**config.mk**
```make
export PLATFORM = sky130hd
export DESIGN_NAME = dii_event_packetizer_flat
export DESIGN_NICKNAME = d
export VERILOG_FILES = /design/src/rtl/dii_event_packetizer_if.sv /design/src/rtl/dii_event_packetizer.sv /design/src/flat_wrapper.sv
export SDC_FILE = /design/constraint.sdc
export NUM_CORES = 1
export LEC_CHECK = 0
export ABC_AREA = 1
export CAP_MARGIN = 30
export CORE_MARGIN = 2
export CORE_UTILIZATION = 35
export CTS_BUF_LIST = sky130_fd_sc_hd__clkbuf_16
export DETAILED_ROUTE_END_ITERATION = 6
export PLACE_DENSITY = 0.61
export SLEW_MARGIN = 20
export SYNTH_ARGS = -nofsm -noshare
export SYNTH_HDL_FRONTEND = slang
export SYNTH_SLANG_ARGS = --single-unit
```
**constraint.sdc**
```tcl
create_clock -name clk -period 7.4 [get_ports clk]
set_input_delay 1.48 -clock clk [delete_from_list [all_inputs] [get_ports clk]]
set_output_delay 1.48 -clock clk [all_outputs]
set_load 0.01 [all_outputs]
```
**src/rtl/dii_event_packetizer_if.sv**
```systemverilog
// rtl/dii_event_packetizer_if.sv - DII flit link between the event packetizer and its ring router
//
// Purpose: groups the valid/ready DII flit signals of one link.
// Signals:
//   out_data   16  flit data
//   out_valid  1   flit valid
//   out_first  1   first flit of a packet
//   out_last   1   last flit of a packet
//   out_ready  1   receiver accepts the flit
// Modports: master drives the flit and samples ready; slave is the router side.
interface dii_event_packetizer_if;
  logic [15:0] out_data;
  logic        out_valid;
  logic        out_first;
  logic        out_last;
  logic        out_ready;

  modport master (
    output out_data,
    output out_valid,
    output out_first,
    output out_last,
    input  out_ready
  );

  modport slave (
    input  out_data,
    input  out_valid,
    input  out_first,
    input  out_last,
    output out_ready
  );
endinterface

```
**src/rtl/dii_event_packetizer.sv**
```systemverilog
// rtl/dii_event_packetizer.sv - converts one debug event into a DII packet for the ring router
//
// Purpose: accepts one event (dest + up to MAX_PAYLOAD 16-bit words) while idle, latches it and
//   emits DEST, SRC, FLAGS and the payload words as a first/last framed packet on a registered
//   valid/ready link. One event is in flight at a time.
// Ports:
//   clk              clock
//   rst              synchronous active-high reset
//   id               own ring address, sent as the SRC word (latched at capture)
//   event_dest       destination address, sent as the first flit
//   event_len        payload word count; values above MAX_PAYLOAD are clamped
//   event_payload    payload, word k at [16k+15:16k], word 0 sent first
//   event_available  event request
//   event_consumed   event accepted this cycle (combinational)
//   dii              DII flit link (master side)
module dii_event_packetizer #(
  parameter int          MAX_PAYLOAD = 8,
  parameter logic [1:0]  TYPE        = 2'b10,
  parameter logic [3:0]  TYPE_SUB    = 4'h0,
  localparam int         LEN_W       = $clog2(MAX_PAYLOAD + 1)
) (
  input  logic                       clk,
  input  logic                       rst,
  input  logic [9:0]                 id,
  input  logic [15:0]                event_dest,
  input  logic [LEN_W-1:0]           event_len,
  input  logic [16*MAX_PAYLOAD-1:0]  event_payload,
  input  logic                       event_available,
  output logic                       event_consumed,
  dii_event_packetizer_if.master     dii
);

  localparam int          IDX_W      = (MAX_PAYLOAD > 1) ? $clog2(MAX_PAYLOAD) : 1;
  localparam logic [15:0] FLAGS_WORD = {TYPE, TYPE_SUB, 10'b0};

  typedef enum logic [2:0] {
    S_IDLE,
    S_DEST,
    S_SRC,
    S_FLAGS,
    S_PAYLOAD
  } state_t;

  state_t           state_q, state_d;
  logic [15:0]      out_data_q, out_data_d;
  logic             out_valid_q, out_valid_d;
  logic             out_first_q, out_first_d;
  logic             out_last_q, out_last_d;
  logic [IDX_W-1:0] idx_q, idx_d;
  logic [9:0]       id_q;
  logic [LEN_W-1:0] len_q;
  logic [15:0]      payload_q [MAX_PAYLOAD];

  logic [LEN_W-1:0] len_clamped;
  logic             xfer;

  assign event_consumed = (state_q == S_IDLE) & event_available & ~rst;
  assign xfer           = out_valid_q & dii.out_ready;
  assign len_clamped    = (event_len > LEN_W'(MAX_PAYLOAD)) ? LEN_W'(MAX_PAYLOAD) : event_len;

  assign dii.out_data  = out_data_q;
  assign dii.out_valid = out_valid_q;
  assign dii.out_first = out_first_q;
  assign dii.out_last  = out_last_q;

  // Every registered output is held unless a flit transfers, so stalls keep the flit stable.
  always_comb begin
    state_d     = state_q;
    out_data_d  = out_data_q;
    out_valid_d = out_valid_q;
    out_first_d = out_first_q;
    out_last_d  = out_last_q;
    idx_d       = idx_q;

    case (state_q)
      S_IDLE: begin
        if (event_consumed) begin
          state_d     = S_DEST;
          out_valid_d = 1'b1;
          out_first_d = 1'b1;
          out_last_d  = 1'b0;
          out_data_d  = event_dest;
        end
      end
      S_DEST: begin
        if (xfer) begin
          state_d     = S_SRC;
          out_first_d = 1'b0;
          out_data_d  = {6'b0, id_q};
        end
      end
      S_SRC: begin
        if (xfer) begin
          state_d    = S_FLAGS;
          out_data_d = FLAGS_WORD;
          out_last_d = (len_q == '0);
        end
      end
      S_FLAGS, S_PAYLOAD: begin
        if (xfer) begin
          if (out_last_q) begin
            state_d     = S_IDLE;
            out_valid_d = 1'b0;
            out_last_d  = 1'b0;
            out_data_d  = '0;
          end else if (state_q == S_FLAGS) begin
            state_d    = S_PAYLOAD;
            idx_d      = '0;
            out_data_d = payload_q[0];
            out_last_d = (len_q == LEN_W'(1));
          end else begin
            idx_d      = idx_q + IDX_W'(1);
            out_data_d = payload_q[idx_d];
            // The word being loaded is index idx_q+1; it is last when idx_q+2 == len.
            out_last_d = ((LEN_W'(idx_q) + LEN_W'(2)) == len_q);
          end
        end
      end
      default: begin
        state_d     = S_IDLE;
        out_valid_d = 1'b0;
        out_first_d = 1'b0;
        out_last_d  = 1'b0;
      end
    endcase
  end

  always_ff @(posedge clk) begin
    if (rst) begin
      state_q     <= S_IDLE;
      out_data_q  <= '0;
      out_valid_q <= 1'b0;
      out_first_q <= 1'b0;
      out_last_q  <= 1'b0;
      idx_q       <= '0;
      id_q        <= '0;
      len_q       <= '0;
      for (int k = 0; k < MAX_PAYLOAD; k++) begin
        payload_q[k] <= '0;
      end
    end else begin
      state_q     <= state_d;
      out_data_q  <= out_data_d;
      out_valid_q <= out_valid_d;
      out_first_q <= out_first_d;
      out_last_q  <= out_last_d;
      idx_q       <= idx_d;
      // The packet is built only from this latched copy, so event_* may change afterwards.
      if (event_consumed) begin
        id_q  <= id;
        len_q <= len_clamped;
        for (int k = 0; k < MAX_PAYLOAD; k++) begin
          payload_q[k] <= event_payload[16*k +: 16];
        end
      end
    end
  end

endmodule

```
**src/flat_wrapper.sv**
```systemverilog
// flat-port wrapper written by rule: the top's interface ports become plain ports
module dii_event_packetizer_flat 
#(
  parameter int          MAX_PAYLOAD = 8,
  parameter logic [1:0]  TYPE        = 2'b10,
  parameter logic [3:0]  TYPE_SUB    = 4'h0,
  localparam int         LEN_W       = $clog2(MAX_PAYLOAD + 1)
)
  (clk, rst, id, event_dest, event_len, event_payload, event_available, event_consumed, dii_out_data, dii_out_valid, dii_out_first, dii_out_last, dii_out_ready);
  dii_event_packetizer_if dii_i ();
  input  logic clk;
  input  logic rst;
  input  logic [9:0] id;
  input  logic [15:0] event_dest;
  input  logic [LEN_W-1:0] event_len;
  input  logic [16*MAX_PAYLOAD-1:0] event_payload;
  input  logic event_available;
  output logic event_consumed;
  output wire logic [$bits(dii_i.out_data)-1:0] dii_out_data;
  output wire logic [$bits(dii_i.out_valid)-1:0] dii_out_valid;
  output wire logic [$bits(dii_i.out_first)-1:0] dii_out_first;
  output wire logic [$bits(dii_i.out_last)-1:0] dii_out_last;
  input wire logic [$bits(dii_i.out_ready)-1:0] dii_out_ready;
  assign dii_out_data = dii_i.out_data;
  assign dii_out_valid = dii_i.out_valid;
  assign dii_out_first = dii_i.out_first;
  assign dii_out_last = dii_i.out_last;
  assign dii_i.out_ready = dii_out_ready;
  dii_event_packetizer #(.MAX_PAYLOAD(MAX_PAYLOAD), .TYPE(TYPE), .TYPE_SUB(TYPE_SUB)) u_core (.clk(clk), .rst(rst), .id(id), .event_dest(event_dest), .event_len(event_len), .event_payload(event_payload), .event_available(event_available), .event_consumed(event_consumed), .dii(dii_i));
endmodule
```
* Word-level counts from Yosys, hierarchy flattened
Memories as Yosys holds them, arrays and structs flattened.
Index checks and enable logic that the tools add are counted.
** Word-level totals
- Word-level logic and storage cells :: 93
- Flip-flop bits (word level) :: 39
- RAM bits :: 128
- Memories :: 1
** Memory list
- u_core.payload_q :: words 8, width 16, rd ports 2, clocked after Yosys merged registers in 0, wr ports 8, line dii_event_packetizer.sv:52 : logic [15:0] payload_q [MAX_PAYLOAD];
** Cells by class
- Reductions and logical operators :: 12
- Add/sub/neg operators :: 2
- Bitwise logic cells :: 16
- Multiplexer cells :: 41
- Equal/unequal tests :: 12
- $lt $le $gt $ge :: 1
** Operators with widths (count)
- 2-to-1 mux 16 bit :: 14
- one-hot mux 16 bit (4 select lines) :: 1
- 2-to-1 mux 3 bit :: 7
- 2-to-1 mux 1 bit :: 14
- one-hot mux 3 bit (4 select lines) :: 1
- AND reduction 5 bit :: 2
- != test 2 x 1 -> 1 bit, second input constant :: 4
- bitwise OR 1 bit :: 8
- AND reduction 4 bit :: 2
- equality test 3 x 2 -> 1 bit, second input constant :: 2
- one-hot mux 1 bit (3 select lines) :: 2
- AND reduction 3 bit :: 2
- inverter 1 bit :: 5
- adder 3 x 2 -> 4 bit, second input constant :: 1
- equality test 4 x 1 -> 1 bit, second input constant :: 1
- equality test 4 bit :: 1
- > comparator 4 bit, second input constant :: 1
- zero test 4 bit :: 1
- 2-to-1 mux 4 bit :: 1
- one-hot mux 1 bit (4 select lines) :: 1
- nonzero test 4 bit :: 1
- OR reduction 2 bit :: 2
- adder 3 x 1 -> 3 bit, second input constant :: 1
- bitwise AND 1 bit :: 3
- 6 further kinds :: 6

* Logic depth before layout (Yosys ltp)
Gate-level depths: netlist (run 1).
- Depth in word-level cells :: 7
- Gate-level depth with buffers :: 12

* Worst setup path before layout (run 1)
Ideal clock, no wire load.
- Path kind :: input-to-reg
- From :: input rst
- To :: memory u_core.payload_q[0][0], enable pin
- Stages on the path :: 2
- Arrival time :: 3.723 ns
- Path slack :: 2.542 ns
- Cell sequence :: inv_1 nand2_1
** RTL lines
- from (decl) :: line flat_wrapper.sv:12 : input logic rst;
- to (decl) :: line dii_event_packetizer.sv:52

* Worst setup path after layout (run 1)
- From :: input event_available
- To :: output event_consumed
** On the way
- Longest elaborated chain between the ends :: 2
** RTL lines
- from (decl) :: line flat_wrapper.sv:17 : input logic event_available;
- bitwise AND 1 bit (2 in series) :: line dii_event_packetizer.sv:57 : assign event_consumed = (state_q == S_IDLE) & event_available & ~rst;
- to (decl) :: line flat_wrapper.sv:18 : output logic event_consumed;
No other way between the ends.

==> metrics.txt, run 1 <==
period utilisation layout 61.95%; CP arrival slightly above 3 ns; clock period minus worst slack 4.585 ns; Routed WL 21.51 mm; WS Path Type in2out; die width ~160 um; GRT Overall Usage about 17%; Critical Path Stages 4; area share of the largest cell type after synthesis 45.40%; P per Cell Area 282.0 nW/um2; max_slew headroom between 50% and 60%; Worst Skew around 0.015 ns; layout cells sized above 1 ~5.0%; CP required about 5.9 ns; IO Port Bufs 181; Initial Util 35.85%; RSZ-0062 raised after global routing false; vias 6851; crit path cell chain clkdlybuf4s50_1 -> nand3_4 -> inv_1 -> clkdlybuf4s50_1; Post-Syn Area per Cell 7.802 um2; Slew Limit Fails 0; ant diodes 0; core region area 23610 um2; Root Driver clkbuf_16; CTS Buffer Depth 2; FP Rows 56; initial antenna violation count 0; Hold Crit Class reg2reg; Final setup viols 0; Hold-fix buffers, CTS 0; internal reg-to-reg setup slack 4.63 ns; Area contributors post-synth edfxtp_1 (45%), nand2_1 (12%), inv_1 (11%); fmax 0.2181 GHz; crit path capture event_consumed; mean routed wirelength per cell 13.65 um; r2r worst-path depth 11; syn nets 1249; peak supply drop between 0.1 and 0.15 mV; CP Capture Type output pin; worst reg2reg startpoint u_core.idx_q[0]; Layout area overhead 31.39%; post-CTS resize count 0; synthesized instance count 1085; vias in the first global route slightly below 7000; floorplan die height 159.5 um; status finished, final reports clean; I/O pin total 182; full die area 25450 um2; Slew @ Worst Pin ~0.72 ns; Netlist Area Pre-Place 8466 um2; reg2reg end u_core.dii.out_data[13]; H-Tree Depth 4; Design Power 3.137 mW; crit-path leading delay family buffers and inverters; LEAKAGE between 5 and 6 nW; clk sink count 167; number of library cell types mapped by synthesis 27; Overflow after GRT 0; max cap viols 0; setup bufs post-CTS 0; DR pass1 iterations 5; drt drc 0; CP Launch Type primary input; CP most frequent cell clkdlybuf4s50_1; Clk pin slew, worst setup/hold paths 0.07 ns; Critical Path Source event_available; drt initial violations 408; TritonCTS Buffers 17; sequential fraction of the synthesis area 54.63%; post-DP HPWL 15.28 mm; commonest non-fill, non-tap cell in the layout nand2_1; Slowest-stage cell, CP clkdlybuf4s50_1; first-pass GRT wire length 35.01 mm; CTS tree built; vias per cell 4.347; leading area contributor after synthesis edfxtp_1; Synth Register Bits 167; Nets 1408; Final ANT Viol Nets 0; most frequent cells in the layout nand2_1 (260), inv_1 (237), nor2_1 (180), clkdlybuf4s50_1 (180), edfxtp_1 (128); Ys Warns 0; largest net degree at the start of global routing between 60 and 70; Buf+Inv Stages, Crit Path 3; final hold viol count 0; Placer Congestion 0.7540; Slowest Stage Delay on Critical Path 0.63 ns; setup TNS 0 ns; clock latency on the worst-skew pair 0.43 ns; Crit Path Max Fanout 14
-- state kept, by name, indices dropped and copies added (netlist names) --
signal                cells
u_core.state_q            3
u_core.dii.out_valid      1
u_core.payload_q        128
u_core.idx_q              3
u_core.len_q              4
u_core.dii.out_last       1
u_core.id_q              10
u_core.dii.out_data      16
u_core.dii.out_first      1
-- logic make-up after synthesis --
logic type,count (synthesis),share of synthesized area [%]
AOI/OAI and AO/OA,83,5.232
xor gates and xnor gates,1,0.1035
adders and majority gates,2,0.2955
buffers and inverters,293,13.72
DFF,167,54.63
and+or+nand+nor,539,26.03
-- worst min path at each step --
stage                           start                     end  slack, ns  cells after the start
2_1_floorplan          u_core.id_q[9]          u_core.id_q[9]       0.45                      2
5_1_grt        u_core.dii.out_data[7]  u_core.dii.out_data[7]       0.48                      2
6_report       u_core.dii.out_data[7]  u_core.dii.out_data[7]       0.47                      2
4_1_cts        u_core.dii.out_data[7]  u_core.dii.out_data[7]       0.47                      2
3_3_place_gp   u_core.dii.out_data[9]  u_core.dii.out_data[9]       0.45                      2
3_5_place_dp   u_core.dii.out_data[7]  u_core.dii.out_data[7]       0.46                      2
-- worst reg2reg max path: stages, from the launching register on --
cell and delay (ns):
dfxtp_2 0.32, buf_4 0.32, inv_2 0.40, buf_4 0.53, o21ai_0 0.16, o21ai_0 0.46, nand2_1 0.19, nand3_1 0.13
nand2_1 0.06, nand2_1 0.06, nand2_1 0.04, inv_1 0.04
-- power breakdown --
group          total (mW)  internal (mW)  leakage [nW]  switching (mW)
Clock               0.872          0.497         0.272           0.375
Combinational       0.895          0.338          3.22           0.557
Sequential           1.37           1.29          1.70          0.0809
Total                3.14           2.12          5.19            1.01
-- metrics by stage --
stage | util [%] | hold slack (ns) | instances | worst slack [ns] | area, um2
2_1_floorplan | - | 0.4477 | 1085 | 2.542 | 8466
3_3_place_gp | 44.44 | 0.4516 | 1542 | 2.836 | 10490
3_5_place_dp | 44.67 | 0.4570 | 1544 | 2.824 | 10550
4_1_cts | 47.11 | 0.4674 | 1576 | 2.823 | 11120
5_1_grt | 47.11 | 0.4824 | 1576 | 2.706 | 11120
6_report | 47.11 | 0.4651 | 1576 | 2.815 | 11120
-- cells in the mapped netlist --
cell type / count
a211oi_1: 2
a21oi_1: 42
buf_1: 4
buf_2: 16
buf_4: 3
buf_6: 4
clkbuf_1: 22
clkinv_1: 1
dfxtp_1: 39
edfxtp_1: 128
ha_1: 2
inv_1: 237
inv_2: 6
nand2_1: 261
nand2_2: 2
nand2_4: 1
nand3_1: 85
nand3_2: 3
nand3_4: 1
nor2_1: 180
nor2_2: 2
nor2_4: 3
nor3_1: 1
o21ai_0: 29
o21ai_4: 1
o22ai_1: 9
xor2_1: 1
-- per-layer routing --
layer | up-vias | global-route usage (%) | wire length [um]
li1 | 3617 | - | -
met1 | 3071 | 23.44 | 9920
met2 | 143 | 28.96 | 10410
met3 | 20 | 2.761 | 789
met4 | 0 | 5.702 | 395
met5 | - | 0 | 0
-- final cells by class --
cell class	count	area (um2)
Fill cell	2343	12490
Timing Repair Buffer	189	1907
Sequential cell	167	4626
Clock buffer	17	425.4
Inverter	244	915.9
Tap cell	319	399.1
Clock inverter	15	150.1
Multi-Input combinational cell	625	2700
(Power assumes the default switching activity.)
==> run 2: changes to the inputs <==
--- a/config.mk
+++ b/config.mk
@@ -11,7 +11,7 @@
 export CORE_UTILIZATION = 35
 export CTS_BUF_LIST = sky130_fd_sc_hd__clkbuf_16
 export DETAILED_ROUTE_END_ITERATION = 6
-export PLACE_DENSITY = 0.61
+export PLACE_DENSITY = 0.63
 export SLEW_MARGIN = 20
 export SYNTH_ARGS = -nofsm -noshare
 export SYNTH_HDL_FRONTEND = slang
==> constraint.sdc (replaced) <==
create_clock -name clk -period 4.1 [get_ports clk]
set_input_delay 0.82 -clock clk [delete_from_list [all_inputs] [get_ports clk]]
set_output_delay 0.82 -clock clk [all_outputs]
set_load 0.01 [all_outputs]
==> run 2 against run 1 <==
Compared with the run above:
- combinational power is 81% higher
- sequential cell count stayed put
- critical path type unchanged
- power is 84% higher
- first-iteration DRC count stayed put
- design area is 0.61% higher
==> metrics.txt, run 2 (synthesis results as in run 1) <==
Reg power frac 42.8% (was 43.7%); Final setup viols 0 (unchanged); TritonCTS Buffers 17 (unchanged); Root Driver clkbuf_16 (unchanged); ant diodes 0 (unchanged); core region area 23610 um2 (unchanged); peak supply drop 0.2034 mV (was 0.1342 mV); Hold Startpoint u_core.dii.out_data[4] (was u_core.dii.out_data[7]); CTS tree built (unchanged); Min Hold Slack 0.4671 ns (was 0.4651 ns); mean routed wirelength per cell 13.87 um (was 13.65 um); CP arrival 2.44 ns (was 3.10 ns); WS Path Type in2out (unchanged); non-filler instance count after layout 1577 (was 1576); vias in the first global route 6828 (was 6728); max cap viols 0 (unchanged); Crit Path Max Fanout 14 (unchanged); Slew @ Worst Pin 0.7628 ns (was 0.7181 ns); status finished, final reports clean (unchanged); floorplan die height 159.5 um (unchanged); Slew Limit Fails 0 (unchanged); setup TNS 0 ns (unchanged); P per Cell Area 516.1 nW/um2 (was 282.0 nW/um2); clock latency on the worst-skew pair 0.43 ns (about the same); hold path depth 2 (unchanged); Filler cells 2323 (was 2343); clk sink count 167 (unchanged); I/O pin total 182 (unchanged); r2r worst-path depth 10 (was 11); clock period minus worst slack 3.265 ns; IO Port Bufs 181 (unchanged); Clk pin slew, worst setup/hold paths 0.07 ns (about the same); reg2reg end u_core.dii.out_data[13] (unchanged); Layout area overhead 32.19% (was 31.39%); Hold-fix buffers, CTS 0 (unchanged); area of the multi-input gates 2709 um2 (was 2700 um2); post-DP HPWL 15.34 mm (was 15.28 mm); LEAKAGE 5.241 nW (was 5.190 nW); Nets 1409 (was 1408); Top reg by flops u_core.payload_q (unchanged); Worst Skew 0.008764 ns (was 0.01481 ns); Int Power 3.953 mW (was 2.124 mW); vias per cell 4.395 (was 4.347); FP Rows 56 (unchanged); largest net degree at the start of global routing 71 (was 66); period utilisation layout 79.63%; Placer Congestion 0.7819 (was 0.7540); commonest non-fill, non-tap cell in the layout nand2_1 (unchanged); Hold Path Sink u_core.dii.out_data[4] (was u_core.dii.out_data[7]); max_slew headroom 49.15% (was 52.13%); vias 6931 (was 6851); final hold viol count 0 (unchanged); CP Capture Type output pin (unchanged); clock power share 29.2% (was 27.8%); internal reg-to-reg setup slack 1.68 ns (was 4.63 ns); H-Tree Depth 4 (unchanged); GRT Overall Usage 17.62% (was 17.49%); CP Launch Type primary input (unchanged); Hold Crit Class reg2reg (unchanged); Final ANT Viol Nets 0 (unchanged); placed insts 1545 (was 1544); die width 159.5 um (unchanged); net switching power 1.824 mW (was 1.013 mW); Critical Path Source event_available (unchanged); worst reg2reg startpoint u_core.idx_q[0] (unchanged); Initial Util 35.85% (unchanged); Overflow after GRT 0 (unchanged); CP required 3.28 ns (was 5.92 ns); DR pass1 iterations 4 (was 5); drt drc 0 (unchanged); FF/Latch Area 4626 um2 (unchanged); layout cells sized above 1 4.849% (was 5.012%); fmax between 0.3 and 0.4 GHz; initial antenna violation count 0 (unchanged); first-pass GRT wire length 35.54 mm (was 35.01 mm); Sw Ratio 31.57% (was 32.28%); most frequent cells in the layout nand2_1 (260), inv_1 (240), nor2_1 (180), clkdlybuf4s50_1 (180), edfxtp_1 (128) (was nand2_1 (260), inv_1 (237), nor2_1 (180), clkdlybuf4s50_1 (180), edfxtp_1 (128)); drt initial violations 408 (unchanged); post-CTS resize count 0 (unchanged); Routed WL 21.88 mm (was 21.51 mm); full die area 25450 um2 (unchanged); combinational group share of total power 28.0% (was 28.5%); setup bufs post-CTS 0 (unchanged); CTS Buffer Depth 2 (unchanged); RSZ-0062 raised after global routing false (unchanged); flip-flop count of the largest register after layout 128 (unchanged)
run 2: cell types whose count changed in the layout (fill, tap and decap cells not counted), moves of 3 or more:
| cell | previous run | this run |
|---|---|---|
| clkbuf_16 | 17 | 22 |
| clkinvlp_4 | 4 | 1 |
| inv_1 | 237 | 240 |
| clkinv_2 | 4 | 1 |
run 2: worst max path at each step:
stage | end | slack [ns] | cells after the start
3_3_place_gp | event_consumed | 0.85 | 4
5_1_grt | event_consumed | 0.78 | 4
2_1_floorplan | u_core.payload_q[0][0] | 1.20 | 2
4_1_cts | event_consumed | 0.82 | 4
6_report | event_consumed | 0.84 | 4
3_5_place_dp | event_consumed | 0.83 | 4
run 2: power by group through the flow:
stage	registers, mW	clock network (mW)	logic, mW
2_1_floorplan	2.50	0	1.09
3_5_place_dp	2.51	0	1.63
6_report	2.47	1.69	1.62
3_3_place_gp	2.50	0	1.61
4_1_cts	2.47	1.71	1.64
5_1_grt	2.52	1.78	1.84
run 2: layer usage:
layer	wire length [um]	part of all wire, %	vias up	GRT usage (%)
li1	-	-	3623	-
met1	10060	46	3120	23.38
met2	10580	48	163	29.38
met3	811	3.7	25	2.891
met4	430	2.0	0	5.826
met5	0	0	-	0
run 2: cell type report:
cell class | count | share of cell area (%)
multi-input cells | 625 | 24.21
clock buffers | 22 | 4.920
inverters | 244 | 8.184
repair buffers | 190 | 17.04
well taps | 319 | 3.567
clock inverters | 10 | 0.7491
flip-flops and latches | 167 | 41.34
run 2: through the flow:
stage	area, um2	util [%]	setup WS (ns)	power (mW)
4_1_cts	11190	47.39	0.8238	5.825
3_3_place_gp	10530	44.59	0.8548	4.106
3_5_place_dp	10560	44.71	0.8283	4.138
5_1_grt	11190	47.39	0.7785	6.140
6_report	11190	47.39	0.8353	5.776
2_1_floorplan	8468	-	1.201	3.594
run 2: worst max-delay path: stages:
cell and delay, ns:
clkdlybuf4s50_1 0.55, nand3_4 0.08, inv_1 0.36, clkdlybuf4s50_1 0.63
==> run 3: changes to the inputs <==
==> constraint.sdc (replaced) <==
create_clock -name clk -period 3 [get_ports clk]
set_input_delay 0.6 -clock clk [delete_from_list [all_inputs] [get_ports clk]]
set_output_delay 0.6 -clock clk [all_outputs]
set_load 0.01 [all_outputs]
==> run 3 against run 2 <==
Compared with the run above:
- worst hold slack lost 0.0013 ns
- non-clock buffer count grew 9
- register-to-register slack lost 0.88 ns
- critical path depth grew 2
- core utilization grew 0.074 points
- final cell count grew 0.63%
- die area is the same
- via count grew 1.3%
- combinational power grew 39%
- design area grew 0.16%
- first-iteration DRC count grew 23%
- sequential power grew 37%
==> metrics.txt, run 3 (synthesis results as in run 1) <==
status finished, final reports clean (unchanged); drt initial violations 501 (was 408); Overflow after GRT 0 (unchanged); Hold Crit Class reg2reg (unchanged); CP arrival 1.92 ns (was 2.44 ns); post-DP HPWL 15.70 mm (was 15.34 mm); floorplan die height 159.5 um (unchanged); layout cells sized above 1 5.051% (was 4.849%); CP Launch Type flip-flop (was primary input); initial antenna violation count 1 (was 0); LEAKAGE 5.243 nW (was 5.241 nW); Hold-fix buffers, CTS 0 (unchanged); mean routed wirelength per cell 14.06 um (was 13.87 um); H-Tree Depth 4 (unchanged); Worst Skew 0.009511 ns (was 0.008764 ns); Layout area overhead 32.40% (was 32.19%); setup TNS 0 ns (unchanged); P per Cell Area 695.4 nW/um2 (was 516.1 nW/um2); TritonCTS Buffers 17 (unchanged); setup bufs post-CTS 0 (unchanged); vias per cell 4.424 (was 4.395); post-CTS resize count 0 (unchanged); fmax roughly 0.40 GHz; period utilisation layout 84.02%; IO Port Bufs 181 (unchanged); largest net degree at the start of global routing 73 (was 71); Crit Path Max Fanout 5 (was 14); die width 159.5 um (unchanged); RSZ-0062 raised after global routing false (unchanged); commonest non-fill, non-tap cell in the layout nand2_1 (unchanged); DR pass1 iterations 4 (unchanged); Top reg by flops u_core.payload_q (unchanged); flip-flop count of the largest register after layout 128 (unchanged); first-pass GRT wire length 35.78 mm (was 35.54 mm); clock period minus worst slack between 2 and 3 ns; GRT Overall Usage 17.86% (was 17.62%); Clk pin slew, worst setup/hold paths 0.06 ns (was 0.07 ns); full die area 25450 um2 (unchanged); Root Driver clkbuf_16 (unchanged); CTS Buffer Depth 2 (unchanged); vias in the first global route 6903 (was 6828); FP Rows 56 (unchanged); CP required 2.40 ns (was 3.28 ns); clk sink count 167 (unchanged); Final ANT Viol Nets 0 (unchanged); I/O pin total 182 (unchanged); Final setup viols 0 (unchanged); Slew Limit Fails 0 (unchanged); Initial Util 35.85% (unchanged); max_slew headroom 56.37% (was 49.15%); Design Power 7.794 mW (was 5.776 mW); Placer Congestion 0.7746 (was 0.7819); max cap viols 0 (unchanged); CTS tree built (unchanged); core region area 23610 um2 (unchanged); WS Path Type reg2out (was in2out); vias 7021 (was 6931); Slew @ Worst Pin 0.6535 ns (was 0.7628 ns); most frequent cells in the layout nand2_1 (260), inv_1 (239), nor2_1 (180), clkdlybuf4s50_1 (180), edfxtp_1 (128) (was nand2_1 (260), inv_1 (240), nor2_1 (180), clkdlybuf4s50_1 (180), edfxtp_1 (128)); CP Capture Type output pin (unchanged); clock latency on the worst-skew pair 0.42 ns (was 0.43 ns); Routed WL 22.32 mm (was 21.88 mm); final hold viol count 0 (unchanged); peak supply drop 0.2932 mV (was 0.2034 mV); Nets 1418 (was 1409); drt drc 0 (unchanged)
==> run 3: cell types whose count changed in the layout (fill, tap and decap cells not counted) <==
cell / previous run / this run
buf_12: 1 / 2
buf_4: 7 / 15
bufinv_16: 1 / 3
clkbuf_16: 22 / 17
clkinv_1: 1 / 8
clkinvlp_4: 1 / 2
diode_2: 0 / 1
inv_1: 240 / 239
inv_2: 7 / 6
inv_6: 3 / 0
==> run 3: stage by stage <==
| step | setup WS (ns) | utilization (%) | hold WS (ns) | cells | area, um2 |
|---|---|---|---|---|---|
| 2_1_floorplan | 0.2682 | - | 0.4484 | 1085 | 8468 |
| 3_3_place_gp | 0.5518 | 44.93 | 0.4534 | 1553 | 10610 |
| 3_5_place_dp | 0.5143 | 45.05 | 0.4567 | 1554 | 10640 |
| 4_1_cts | 0.4581 | 47.46 | 0.4668 | 1586 | 11210 |
| 5_1_grt | 0.3274 | 47.47 | 0.4881 | 1587 | 11210 |
| 6_report | 0.4793 | 47.47 | 0.4658 | 1587 | 11210 |
==> run 3: layout make-up <==
class                      count  area [um2]
fill                        2343       12400
sequential                   167        4626
multi-input combinational    625        2709
timing repair buffer         199        1987
inverter                     244       915.9
clock buffer                  17       425.4
tap                          319       399.1
clock inverter                15       143.9
antenna                        1       2.502
==> run 3: metal layers <==
metal | wire length [um] | track usage [%] | vias up
met3 | 1017 | 3.777 | 16
met4 | 340 | 5.124 | 0
met5 | 0 | 0 | -
li1 | - | - | 3646
met1 | 10310 | 23.85 | 3184
met2 | 10650 | 29.30 | 175
==> run 3: worst paths after layout <==
| path | slack, ns | cells past startpoint | end | start |
|---|---|---|---|---|
| hold / removal | 0.47 | 2 | u_core.dii.out_data[3] | u_core.dii.out_data[3] |
| hold reg to reg | 0.47 | 2 | u_core.dii.out_data[3] | u_core.dii.out_data[3] |
| setup reg to reg | 0.80 | 10 | u_core.dii.out_data[10] | u_core.idx_q[0] |
| setup / recovery | 0.48 | 6 | event_consumed | u_core.state_q[0] |
==> run 3: critical path, cell delays in order, from the launching register on <==
cell	delay, ns
dfxtp_1	0.37
nor2_2	0.16
nand2_1	0.13
inv_1	0.14
nand3_4	0.08
inv_1	0.08
clkdlybuf4s50_1	0.53
==> run 3: power breakdown <==
group | internal (mW) | switching (mW) | total, mW
logic | 0.866 | 1.39 | 2.25
registers | 3.18 | 0.204 | 3.38
clock network | 1.28 | 0.879 | 2.16
